`config.mk`:
```
export PLATFORM = sky130hd
export DESIGN_NAME = uart_cmd_ctrl_flat
export DESIGN_NICKNAME = d
export VERILOG_FILES = /design/src/rtl/uart_cmd_ctrl_if.sv /design/src/rtl/uart_cmd_ctrl.sv /design/src/flat_wrapper.sv
export SDC_FILE = /design/constraint.sdc
export NUM_CORES = 1
export LEC_CHECK = 0
export BUFFER_PORTS_ARGS = -buffer_cell sky130_fd_sc_hd__buf_2
export CORE_MARGIN = 2
export CORE_UTILIZATION = 50
export DETAILED_ROUTE_END_ITERATION = 8
export PLACE_DENSITY = 0.74
export SYNTH_ARGS = -nofsm -noshare
export SYNTH_HDL_FRONTEND = slang
export SYNTH_SLANG_ARGS = --single-unit
```
`constraint.sdc`:
```
create_clock -name clk_sys -period 4.58 [get_ports clk_sys]
set_input_delay 0.687 -clock clk_sys [delete_from_list [all_inputs] [get_ports clk_sys]]
set_output_delay 0.687 -clock clk_sys [all_outputs]
set_load 0.05 [all_outputs]
```
`src/rtl/uart_cmd_ctrl_if.sv`:
```
// Byte-stream and register-bus signals between the UART command sequencer and its neighbours.
// The controller uses the master modport; the UART/register side uses slave.
interface uart_cmd_ctrl_if;
    logic [7:0]  rx_data;
    logic        rx_vld;
    logic [7:0]  tx_data;
    logic        tx_vld;
    logic        tx_rdy;
    logic [7:0]  reg_addr;
    logic [15:0] reg_wdata;
    logic        reg_wr;
    logic        reg_rd;
    logic [15:0] reg_rdata;
    logic        reg_rvld;

    modport master (
        input  rx_data, rx_vld, tx_rdy, reg_rdata, reg_rvld,
        output tx_data, tx_vld, reg_addr, reg_wdata, reg_wr, reg_rd
    );

    modport slave (
        output rx_data, rx_vld, tx_rdy, reg_rdata, reg_rvld,
        input  tx_data, tx_vld, reg_addr, reg_wdata, reg_wr, reg_rd
    );
endinterface

```
`src/rtl/uart_cmd_ctrl.sv`:
```
// Collects 4-byte UART command frames and turns each into one register write or read;
// read data goes back out as two bytes (low first). Bad opcodes and timeouts are counted.
module uart_cmd_ctrl #(
    parameter int unsigned TIMEOUT_CYC = 100000,
    parameter logic [7:0]  OP_WR       = 8'h01,
    parameter logic [7:0]  OP_RD       = 8'h02
) (
    input  logic                   clk_sys,
    input  logic                   rst,
    uart_cmd_ctrl_if.master        bus,
    output logic                   busy,
    output logic                   err_pulse,
    output logic [7:0]             err_cnt
);
    localparam int unsigned CNT_W = $clog2(TIMEOUT_CYC);

    typedef enum logic [2:0] {
        S_IDLE, S_GET1, S_GET2, S_GET3, S_EXEC, S_WAIT_RD, S_TX_LO, S_TX_HI
    } state_t;

    state_t             state, state_d;
    logic               is_rd, is_rd_d;
    logic [CNT_W-1:0]   cnt, cnt_d;
    logic [7:0]         rdata_hi, rdata_hi_d;
    logic [7:0]         tx_data_d;
    logic [7:0]         addr_d;
    logic [15:0]        wdata_d;
    logic               err_c;
    logic               timeout_c;
    logic               tx_xfer_c;

    // Counter value one cycle before it would reach TIMEOUT_CYC-1.
    assign timeout_c = (cnt == CNT_W'(TIMEOUT_CYC - 32'd2));
    assign tx_xfer_c = bus.tx_vld & bus.tx_rdy;

    // Next-state and next-register values.
    always_comb begin
        state_d    = state;
        is_rd_d    = is_rd;
        cnt_d      = cnt;
        rdata_hi_d = rdata_hi;
        tx_data_d  = bus.tx_data;
        addr_d     = bus.reg_addr;
        wdata_d    = bus.reg_wdata;
        err_c      = 1'b0;

        case (state)
            S_IDLE: begin
                if (bus.rx_vld) begin
                    if (bus.rx_data == OP_WR || bus.rx_data == OP_RD) begin
                        is_rd_d = (bus.rx_data == OP_RD);
                        cnt_d   = '0;
                        state_d = S_GET1;
                    end else begin
                        err_c = 1'b1;
                    end
                end
            end
            S_GET1, S_GET2, S_GET3: begin
                // A byte arriving on the expiry cycle wins over the timeout.
                if (bus.rx_vld) begin
                    cnt_d = '0;
                    if (state == S_GET1) begin
                        addr_d  = bus.rx_data;
                        state_d = S_GET2;
                    end else if (state == S_GET2) begin
                        if (!is_rd) wdata_d[7:0] = bus.rx_data;
                        state_d = S_GET3;
                    end else begin
                        if (!is_rd) wdata_d[15:8] = bus.rx_data;
                        state_d = S_EXEC;
                    end
                end else if (timeout_c) begin
                    err_c   = 1'b1;
                    cnt_d   = '0;
                    state_d = S_IDLE;
                end else begin
                    cnt_d = cnt + CNT_W'(1);
                end
            end
            S_EXEC: begin
                err_c   = bus.rx_vld;
                cnt_d   = '0;
                state_d = is_rd ? S_WAIT_RD : S_IDLE;
            end
            S_WAIT_RD: begin
                err_c = bus.rx_vld;
                if (bus.reg_rvld) begin
                    tx_data_d  = bus.reg_rdata[7:0];
                    rdata_hi_d = bus.reg_rdata[15:8];
                    state_d    = S_TX_LO;
                end else if (timeout_c) begin
                    err_c   = 1'b1;
                    cnt_d   = '0;
                    state_d = S_IDLE;
                end else begin
                    cnt_d = cnt + CNT_W'(1);
                end
            end
            S_TX_LO: begin
                err_c = bus.rx_vld;
                if (tx_xfer_c) begin
                    tx_data_d = rdata_hi;
                    state_d   = S_TX_HI;
                end
            end
            S_TX_HI: begin
                err_c = bus.rx_vld;
                if (tx_xfer_c) state_d = S_IDLE;
            end
            default: state_d = S_IDLE;
        endcase
    end

    // State and registered outputs; strobes are decoded from the upcoming state.
    always_ff @(posedge clk_sys) begin
        if (rst) begin
            state         <= S_IDLE;
            is_rd         <= 1'b0;
            cnt           <= '0;
            rdata_hi      <= '0;
            bus.tx_data   <= '0;
            bus.tx_vld    <= 1'b0;
            bus.reg_addr  <= '0;
            bus.reg_wdata <= '0;
            bus.reg_wr    <= 1'b0;
            bus.reg_rd    <= 1'b0;
            busy          <= 1'b0;
            err_pulse     <= 1'b0;
            err_cnt       <= '0;
        end else begin
            state         <= state_d;
            is_rd         <= is_rd_d;
            cnt           <= cnt_d;
            rdata_hi      <= rdata_hi_d;
            bus.tx_data   <= tx_data_d;
            bus.tx_vld    <= (state_d == S_TX_LO) || (state_d == S_TX_HI);
            bus.reg_addr  <= addr_d;
            bus.reg_wdata <= wdata_d;
            bus.reg_wr    <= (state_d == S_EXEC) && !is_rd_d;
            bus.reg_rd    <= (state_d == S_EXEC) && is_rd_d;
            busy          <= (state_d != S_IDLE);
            err_pulse     <= err_c;
            if (err_c && err_cnt != 8'hFF) err_cnt <= err_cnt + 8'd1;
        end
    end
endmodule
```
`src/flat_wrapper.sv`:
```
// flat-port wrapper written by rule: the top's interface ports become plain ports
module uart_cmd_ctrl_flat 
#(
    parameter int unsigned TIMEOUT_CYC = 100000,
    parameter logic [7:0]  OP_WR       = 8'h01,
    parameter logic [7:0]  OP_RD       = 8'h02
)
  (clk_sys, rst, busy, err_pulse, err_cnt, bus_rx_data, bus_rx_vld, bus_tx_rdy, bus_reg_rdata, bus_reg_rvld, bus_tx_data, bus_tx_vld, bus_reg_addr, bus_reg_wdata, bus_reg_wr, bus_reg_rd);
  uart_cmd_ctrl_if bus_i ();
  input  logic clk_sys;
  input  logic rst;
  output logic busy;
  output logic err_pulse;
  output logic [7:0] err_cnt;
  input wire logic [$bits(bus_i.rx_data)-1:0] bus_rx_data;
  input wire logic [$bits(bus_i.rx_vld)-1:0] bus_rx_vld;
  input wire logic [$bits(bus_i.tx_rdy)-1:0] bus_tx_rdy;
  input wire logic [$bits(bus_i.reg_rdata)-1:0] bus_reg_rdata;
  input wire logic [$bits(bus_i.reg_rvld)-1:0] bus_reg_rvld;
  output wire logic [$bits(bus_i.tx_data)-1:0] bus_tx_data;
  output wire logic [$bits(bus_i.tx_vld)-1:0] bus_tx_vld;
  output wire logic [$bits(bus_i.reg_addr)-1:0] bus_reg_addr;
  output wire logic [$bits(bus_i.reg_wdata)-1:0] bus_reg_wdata;
  output wire logic [$bits(bus_i.reg_wr)-1:0] bus_reg_wr;
  output wire logic [$bits(bus_i.reg_rd)-1:0] bus_reg_rd;
  assign bus_i.rx_data = bus_rx_data;
  assign bus_i.rx_vld = bus_rx_vld;
  assign bus_i.tx_rdy = bus_tx_rdy;
  assign bus_i.reg_rdata = bus_reg_rdata;
  assign bus_i.reg_rvld = bus_reg_rvld;
  assign bus_tx_data = bus_i.tx_data;
  assign bus_tx_vld = bus_i.tx_vld;
  assign bus_reg_addr = bus_i.reg_addr;
  assign bus_reg_wdata = bus_i.reg_wdata;
  assign bus_reg_wr = bus_i.reg_wr;
  assign bus_reg_rd = bus_i.reg_rd;
  uart_cmd_ctrl #(.TIMEOUT_CYC(TIMEOUT_CYC), .OP_WR(OP_WR), .OP_RD(OP_RD)) u_core (.clk_sys(clk_sys), .rst(rst), .bus(bus_i), .busy(busy), .err_pulse(err_pulse), .err_cnt(err_cnt));
endmodule
```
# Word-level counts from Yosys, hierarchy flattened
# Cells that the tools add are included.
[totals]
word_cells = 87
ff_bits = 74
input_bits = 29
out_inout_bits = 45
[op_classes]
muxes = 30
n_eq_ne = 19
addsub = 2
n_reduce_logical = 18
n_bitwise = 4
[ops]
columns = ["op", "count"]
rows = [
  ["two-way mux 17 bit", 5],
  ["one-hot mux 17 bit (4 select lines)", 1],
  ["two-way mux 3 bit", 10],
  ["equality test 3 bit, second input constant", 7],
  ["one-hot mux 3 bit (6 select lines)", 1],
  ["adder 17 x 1 -> 17 bit, second input constant", 1],
  ["equality test 17 bit, second input constant", 1],
  ["two-way mux 8 bit", 2],
  ["one-hot mux 8 bit (2 select lines)", 1],
  ["AND reduction 5 bit", 2],
  ["two-way mux 1 bit", 9],
  ["adder 8 x 1 -> 8 bit, second input constant", 1],
  ["equality test 8 x 1 -> 1 bit, second input constant", 1],
  ["equality test 8 x 2 -> 1 bit, second input constant", 1],
  ["!= test 8 bit, second input constant", 1],
  ["equality test 3 x 2 -> 1 bit, second input constant", 2],
  ["!= test 2 bit, second input constant", 3],
  ["AND reduction 3 bit", 2],
  ["OR reduction 3 bit", 2],
  ["!= test 2 x 1 -> 1 bit, second input constant", 2],
  ["one-hot mux 1 bit (4 select lines)", 1],
  ["AND reduction 4 bit", 1],
  ["nonzero test 4 bit", 1],
  ["equality test 3 x 1 -> 1 bit, second input constant", 1],
  ["9 further kinds", 14],
]

# Longest topological paths before layout
# Gate-level depths: netlist of the first run.
[depth]
depth_word = 7
depth_mapped = 8
depth_no_buf = 7

# Worst setup path before layout of the first run
# Ideal clock, no wire load.
[synth_path]
kind = "input -> register"
startpoint = "input bus_rx_data[7]"
endpoint = "register u_core.cnt[16]"
n_path_buf = 0
arrival_ps = 2453
slack_ps = 2057
stages = 5
required_time_ps = 4510
cell_sequence = "or4_4 > o31ai_4 > nand3_1 > or4_1 > a21oi_1"
[synth_via]
elab_chain_cells = 4
[synth_lines]
columns = ["item", "line_no", "source"]
rows = [
  ["from (decl)", "flat_wrapper.sv:15", "input wire logic [$bits(bus_i.rx_data)-1:0] bus_rx_data;"],
  ["equality test 8 x 1 -> 1 bit or equality test 8 x 2 -> 1 bit (tied branches)", "uart_cmd_ctrl.sv:50", "if (bus.rx_data == OP_WR || bus.rx_data == OP_RD) begin"],
  ["logical OR 1 bit (*)", "uart_cmd_ctrl.sv:50", ""],
  ["!= test 2 x 1 -> 1 bit (no source line) (*)", "n/a", ""],
  ["AND reduction 4 bit (no source line) (*)", "n/a", ""],
  ["to (signal assigned)", "uart_cmd_ctrl.sv:134", "cnt <= cnt_d;"],
  ["to (decl)", "uart_cmd_ctrl.sv:23", "logic [CNT_W-1:0] cnt, cnt_d;"],
]
# Mark *: on every way between the ends. The rest lies on a longest branch, timed or not.
# A chain may end at the register's enable or synchronous reset.

# Worst setup path in the final report of the first run
[layout_path]
startpoint = "register u_core.state[2]"
endpoint = "register u_core.bus.tx_data[0]"
[layout_via]
elab_chain_cells = 3
[layout_lines]
columns = ["item", "line_no", "source"]
rows = [
  ["from (decl)", "uart_cmd_ctrl.sv:21", "state_t state, state_d;"],
  ["from (signal assigned)", "uart_cmd_ctrl.sv:132", "state <= state_d;"],
  ["equality test 3 bit", "uart_cmd_ctrl.sv:47", "case (state)"],
  ["!= test 2 x 1 -> 1 bit (no source line) (tied with other cells)", "n/a", ""],
  ["AND reduction 3 bit (no source line)", "n/a", ""],
  ["to (signal assigned)", "uart_cmd_ctrl.sv:136", "bus.tx_data <= tx_data_d;"],
  ["to (decl)", "uart_cmd_ctrl_if.sv:18", "output tx_data, tx_vld, reg_addr, reg_wdata, reg_wr, reg_rd"],
]
# Parallel ways exist; a longest one is shown, timed or not.

==> run metrics, run 1 <==
status=finished clean; Synth Cell Area=~3400 µm²; internal power=0.00101 W; share of the clock period used by the worst path=58.1%; NetSw=between 0.0002 and 0.0003 W; hold buffers post-CTS=0; Yosys warning count=0; Peak Freq=376 MHz; Top Ports=74; drc violations=0; Die Width=86.5 µm; min Tclk post-route=2.66 ns; Clock Sink Count=74; crit end category=register; Clock power frac=45.3%; Routed Antenna Nets=0; global-route wire length before repair=roughly 12 mm; CP Launch Type=register; critical path required time=4.84 ns; CTS resizes=0; Port-buffer cells=73; global-route usage over all layers=20.2%; total leakage power=1.66 nW; Multi-input gate area=1840 µm²; Clock Tree Root=clkbuf_8; reg2reg start=u_core.state[2]; row count=30; clk_lat worst skew=0.35 ns; post-synthesis net count=approximately 420; CP Class=reg -> reg; Layout Nets=about 500; Post-Synth Adder-Cell Area=1.10%; Fin Setup TNS=0 ns; Post-Layout Inst Area=4040 µm²; switching part of the total=between 20% and 30%; Fin Clk Skew=0.00840 ns; Vias/cell=5.48; DP HPWL=5.26 mm; Worst-path clk slew=around 0.080 ns; unrepaired setup endpoints after global routing=false; Placer Congestion=0.830; Yosys cell types=51; Crit Path Max Fanout=22; WL/cell=13.7 µm; TritonCTS Buffers=9; WL final=7.39 mm; H-Tree Depth=3; Max Slew Vio Count=0; relative slew slack=25.8%; ranking of synthesized cells by area=dfxtp_1 44%, mux2i_1 7.1%, nor2_1 5.5%; Post-Syn Instances=389; post-synthesis simple-gate area fraction=28.2%; register area=about 1500 µm²; Post-Synth XOR/XNOR Area=3.35%; core box area=6680 µm²; top_reg_cell synth=dfxtp_1; Iter 0 DRT Violations=156; DR pass1 iterations=5; placed cell areas=around 3800 µm²; final global-route overflow total=0; Hold Startpoint=u_core.bus.reg_addr[4]; Post-Syn Area per Cell=8.74 µm²; Min-Delay Path Class=reg -> reg; Seq pwr share=50.0%; number of global-route vias before repair=2609; worst path arrival time=2.92 ns; largest family of logic cells by synthesized area=simple AND/OR/NAND/NOR gates; total power=0.00130 W; pwr/cell area=321 nW/µm²; CP peak stage delay=0.97 ns; die area=7480 µm²; Fillers=601; largest buffer count on any clock path=2; sequence of cells on the critical path=nand3_1 -> o21ai_1 -> nor2_1 -> a211oi_1; starting density of the core=50.9%; Area Growth Syn to Fin=18.9%; setup bufs post-CTS=0; Async SR Flop Fraction=0%; Seq/Total Area, Yosys=43.6%; maximum vdd drop=about 170 µV; Chip Height=just under 90 µm; Max-cap violations=0; Post-synth EDFFs=0; # diodes=0; Final Hold Vio Count=0; initial antenna violation count=0; combinational power share=4.7%; Compound-Gate Fraction of Synth Area=12.9%; Seq cells post-synth=between 70 and 80; CTS tree=built; multiplexer share of the synthesized area=8.39%; Worst-Margin Slew=1.11 ns; largest net degree at the start of global routing=63; top cell type's share of synthesized area=43.6%; Vias=2964; share of cells above drive strength 1=23.0%; CP max-delay cell=o21ai_1; Finish-stage setup viols=0; CP Launch Point=u_core.state[2]; Yosys top cell by area=dfxtp_1
## layout by cell type (no fill, tap or decap), types with 5 or more instances in the layout
master / count
nand2b_1: 5
nand2_1: 48
a21oi_1: 28
a211oi_1: 10
clkbuf_8: 11
nor2_1: 50
xnor2_1: 6
dfxtp_1: 74
and2_1: 6
inv_1: 5
nor4_1: 6
xor2_1: 7
nor3_1: 8
mux2i_1: 24
buf_2: 73
nand3_1: 8
nand4_1: 14
nor2b_1: 8
o21ai_0: 7
## kinds of logic (layout without fill, tap and decap cells)
family	after synthesis	count (layout)
compound gates	65	65
simple gates	184	184
buf+inv	22	94
fa+ha+maj	3	3
mux	28	28
xor+xnor	13	13
flops	74	74
## area by class of cell
class	count	area share [%]
sequential	74	36.6
inverter	5	0.464
clock inverter	5	2.10
timing repair buffer	73	9.04
clock buffer	11	3.74
multi-input combinational	293	45.5
tap	80	2.48
## routing by layer
layer / global-route usage (%) / share of wire [%] / vias up
met5: 0 / 0 / -
met4: 8.81 / 1.8 / 0
met3: 4.38 / 4.9 / 12
met2: 31.4 / 47 / 72
met1: 26.9 / 47 / 1353
li1: - / - / 1527
## power by group through the flow
| stage | registers (W) | clock network, W | logic [W] |
|---|---|---|---|
| CTS | 0.000648 | 0.000597 | 0.0000609 |
| detailed placement | 0.000663 | 0 | 0.0000606 |
| global placement | 0.000663 | 0 | 0.0000595 |
| floorplan | 0.000672 | 0 | 0.0000270 |
| finish | 0.000648 | 0.000588 | 0.0000610 |
| global route | 0.000649 | 0.000619 | 0.0000669 |
## registers in the layout (all words and copies together), names as in the netlist
| signal | flops |
|---|---|
| u_core.cnt | 17 |
| u_core.bus.reg_wdata | 16 |
| u_core.bus.reg_addr | 8 |
| u_core.bus.tx_data | 8 |
| u_core.err_cnt | 8 |
| u_core.rdata_hi | 8 |
| u_core.state | 3 |
| u_core.bus.reg_rd | 1 |
| u_core.bus.reg_wr | 1 |
| u_core.bus.tx_vld | 1 |
| u_core.busy | 1 |
| u_core.err_pulse | 1 |
| u_core.is_rd | 1 |
## per-stage QoR
step           std cells  utilization (%)  hold WS, ns  worst slack (ns)
6_report             541             60.5        0.452              1.92
4_1_cts              541             60.5        0.456              1.91
3_3_place_gp         525             57.0        0.440              1.76
5_1_grt              541             60.5        0.474              1.57
2_1_floorplan        389                -        0.436              2.06
3_5_place_dp         525             57.0        0.445              1.70
## path summary, 6_finish.rpt
path | end | cells after the start | slack (ns)
setup / recovery | u_core.bus.tx_data[0] | 4 | 1.92
hold / removal | u_core.bus.reg_addr[4] | 2 | 0.45
setup reg to reg | u_core.bus.tx_data[0] | 4 | 1.92
hold reg to reg | u_core.bus.reg_addr[4] | 2 | 0.45
## worst max-delay path, delay by kind of cell (launching register included)
family / cells / cell delay, ns
AND/OR/NAND/NOR: 2 / 0.62
flip-flops: 1 / 0.73
AO/OA/AOI/OAI: 2 / 1.20
## cell usage after synthesis (all sizes together), types with 2 or more instances
library cell / n
mux2i: 24
o31ai: 4
nor3: 8
and3: 4
or3: 5
nand2b: 5
nand4: 14
dfxtp: 74
o21ai: 8
a21oi: 28
or4b: 3
or3b: 3
and4: 3
nor4b: 4
and2: 6
nand4b: 3
inv: 5
buf: 3
mux2: 4
o21a: 3
ha: 3
clkbuf: 14
xnor2: 6
a211oi: 10
nor2: 50
xor2: 7
nor2b: 8
nand3: 8
nand2: 48
nor4: 7
or4: 3
a211o: 2
Power figures use the tool's default switching activity.
==> run 2, diff against run 1 <==
clock period = 2.55 ns   (was 4.58 ns; I/O delays follow)
==> run 2 against run 1 <==
Effect of this change:
- die area unchanged
- final cell count up 2.4%
- via count up 2.5%
- setup slack worse by 1.6 ns
- worst hold slack worse by 0.18 ns
- power up 73%
- clock power up 65%
- wire length up 3.2%
- register-to-register slack worse by 1.6 ns
- critical path depth up 3
- sequential power up 79%
- sequential share of layout area down 0.64 points
- critical path type unchanged
- largest cell class unchanged
==> run metrics, run 2 (same netlist as run 1, synthesis figures left out) <==
global-route usage over all layers=21.1% (+0.95 points); CP Launch Type=register; Port-buffer cells=73 (unchanged); Final Non-Filler Cells=554 (+2.4%); most common cell after layout, fill and taps aside=dfxtp_1; largest net degree at the start of global routing=35 (-44%); unrepaired setup endpoints after global routing=false; Min-Delay Path Class=in -> reg; wire length on met3=360 µm (-0.83%); reg2reg start=u_core.cnt[1]; WL/cell=13.8 µm (+0.78%); Clock Tree Root=clkbuf_8; crit end category=register; share of cells above drive strength 1=24.7% (+1.7 points); global-route wire length before repair=12.7 mm (+5.2%); largest buffer count on any clock path=2 (unchanged); Routed Antenna Nets=0 (unchanged); Final Hold Vio Count=0 (unchanged); starting density of the core=50.9% (unchanged); DP HPWL=5.56 mm (+5.8%); total leakage power=1.71 nW (+3.2%); number of global-route vias before repair=2795 (+7.1%); hold depth=3 (+1); initial antenna violation count=0 (unchanged); Hold Startpoint=bus_reg_rdata[9]; Peak Freq=439 MHz (+17%); worst reg2reg endpoint=u_core.err_cnt[7]; CP peak stage delay=0.62 ns (-0.35 ns); CP max-delay cell=or4b_2; Area Growth Syn to Fin=21.0%; worst-case reg-to-reg path depth=7 (+3); Placer Congestion=0.879 (+5.9%); setup bufs post-CTS=0 (unchanged); Placed Cells=538 (+2.5%); Layout Nets=501 (+2.7%); drc violations=0 (unchanged); Levels on crit path=7 (+3); Fin Clk Skew=0.0127 ns (+0.00433 ns); Vias/cell=5.48 (about the same); Iter 0 DRT Violations=173 (+11%); WL final=7.63 mm (+3.2%); CTS tree=built; Max Slew Vio Count=0 (unchanged); min Tclk post-route=2.28 ns (-0.381 ns); pwr/cell area=546 nW/µm² (+70%); max FFs per register=17 (unchanged); critical path required time=2.82 ns (-2.02 ns); core box area=6680 µm² (unchanged); TritonCTS Buffers=9 (unchanged); max layer used=met4; Fillers=596 (-0.83%); CTS resizes=0 (unchanged); Crit Path Max Fanout=9 (-59%); met1 wire length=3.52 mm (+1.8%); Chip Height=86.5 µm (unchanged); Finish-stage setup viols=0 (unchanged); sequence of cells on the critical path=ha_1 -> or4b_2 -> nor4_4 -> a2bb2oi_2 -> buf_4 -> or3_1 -> a21oi_1; maximum vdd drop=278 µV (+66%); Clock Sink Count=74 (unchanged); CP Class=reg -> reg; Top Ports=74 (unchanged); Buf+Inv Stages, Crit Path=1 (+1); H-Tree Depth=3 (unchanged); Top Registers=u_core.cnt (17), u_core.bus.reg_wdata (16); Fin Setup TNS=0 ns (unchanged); hold buffers post-CTS=0 (unchanged); Max-cap violations=0 (unchanged); Worst-Margin Slew=0.621 ns (-0.490 ns); Final WS setup=0.272 ns (-1.65 ns); worst reg-to-reg setup slack=0.27 ns (-1.65 ns); Worst-path clk slew=0.08 ns (about the same); crit-path leading delay family=simple AND/OR/NAND/NOR gates; worst path arrival time=2.55 ns (-0.37 ns); Post-Layout Inst Area=4110 µm² (+1.8%); metal2 WL=3.65 mm (+6.2%); row count=30 (unchanged); most frequent cells in the layout=74 x dfxtp_1, 73 x buf_2, 50 x nor2_1; Vias=3038 (+2.5%); relative slew slack=58.6% (+33 points); Top reg by flops=u_core.cnt; Hold Path Sink=u_core.rdata_hi[1]; final global-route overflow total=0 (unchanged); Die Width=86.5 µm (unchanged); placed cell areas=3900 µm² (+2.6%); die area=7480 µm² (unchanged); clk_lat worst skew=0.35 ns (about the same); # diodes=0 (unchanged); status=finished clean; Setup WS pre-CTS=0.123 ns (-1.58 ns); DR pass1 iterations=4 (-1); share of the clock period used by the worst path=89.3% (+31 points)
[run 2: cell type report]
| cell class | instances | area (µm²) | area share [%] |
|---|---|---|---|
| clock inverter | 5 | 78.8 | 1.92 |
| tap | 80 | 100 | 2.43 |
| inverter | 5 | 18.8 | 0.456 |
| clock buffer | 11 | 131 | 3.19 |
| multi-input combinational | 293 | 1840 | 44.7 |
| sequential | 74 | 1480 | 36.0 |
| timing repair buffer | 86 | 463 | 11.3 |
[run 2: through the flow]
stage | power (W) | hold WS (ns) | utilization [%]
6_report | 0.00225 | 0.269 | 61.6
5_1_grt | 0.00233 | 0.270 | 61.6
4_1_cts | 0.00227 | 0.257 | 61.6
3_5_place_dp | 0.00130 | 0.446 | 58.4
3_3_place_gp | 0.00130 | 0.440 | 58.4
2_1_floorplan | 0.00125 | 0.436 | -
[run 2: worst max-delay path by stage]
stage                         from                 to  slack, ns
finish               u_core.cnt[1]  u_core.err_cnt[7]       0.27
global route         u_core.cnt[0]  u_core.err_cnt[2]       0.17
CTS                  u_core.cnt[0]  u_core.err_cnt[7]       0.27
detailed placement  bus_rx_data[7]     u_core.cnt[12]       0.12
global placement    bus_rx_data[7]     u_core.cnt[12]       0.16
floorplan            u_core.cnt[0]  u_core.err_cnt[3]       0.30
[run 2: where the power goes]
part	internal [W]	switching (W)	total, W
clock	0.000550	0.000418	0.000968
sequential	0.00116	0.00000439	0.00116
combinational	0.0000405	0.0000729	0.000113
[run 2: tightest hold or removal path, cell delays in order]
cell,delay [ns]
buf_2,0.09
nand2_1,0.04
a21oi_1,0.05
[run 2: routing by layer]
layer	vias to the layer above	track usage, %
li1	1554	-
met2	77	33.1
met3	10	4.57
met1	1397	27.9
met5	-	0
met4	0	9.38
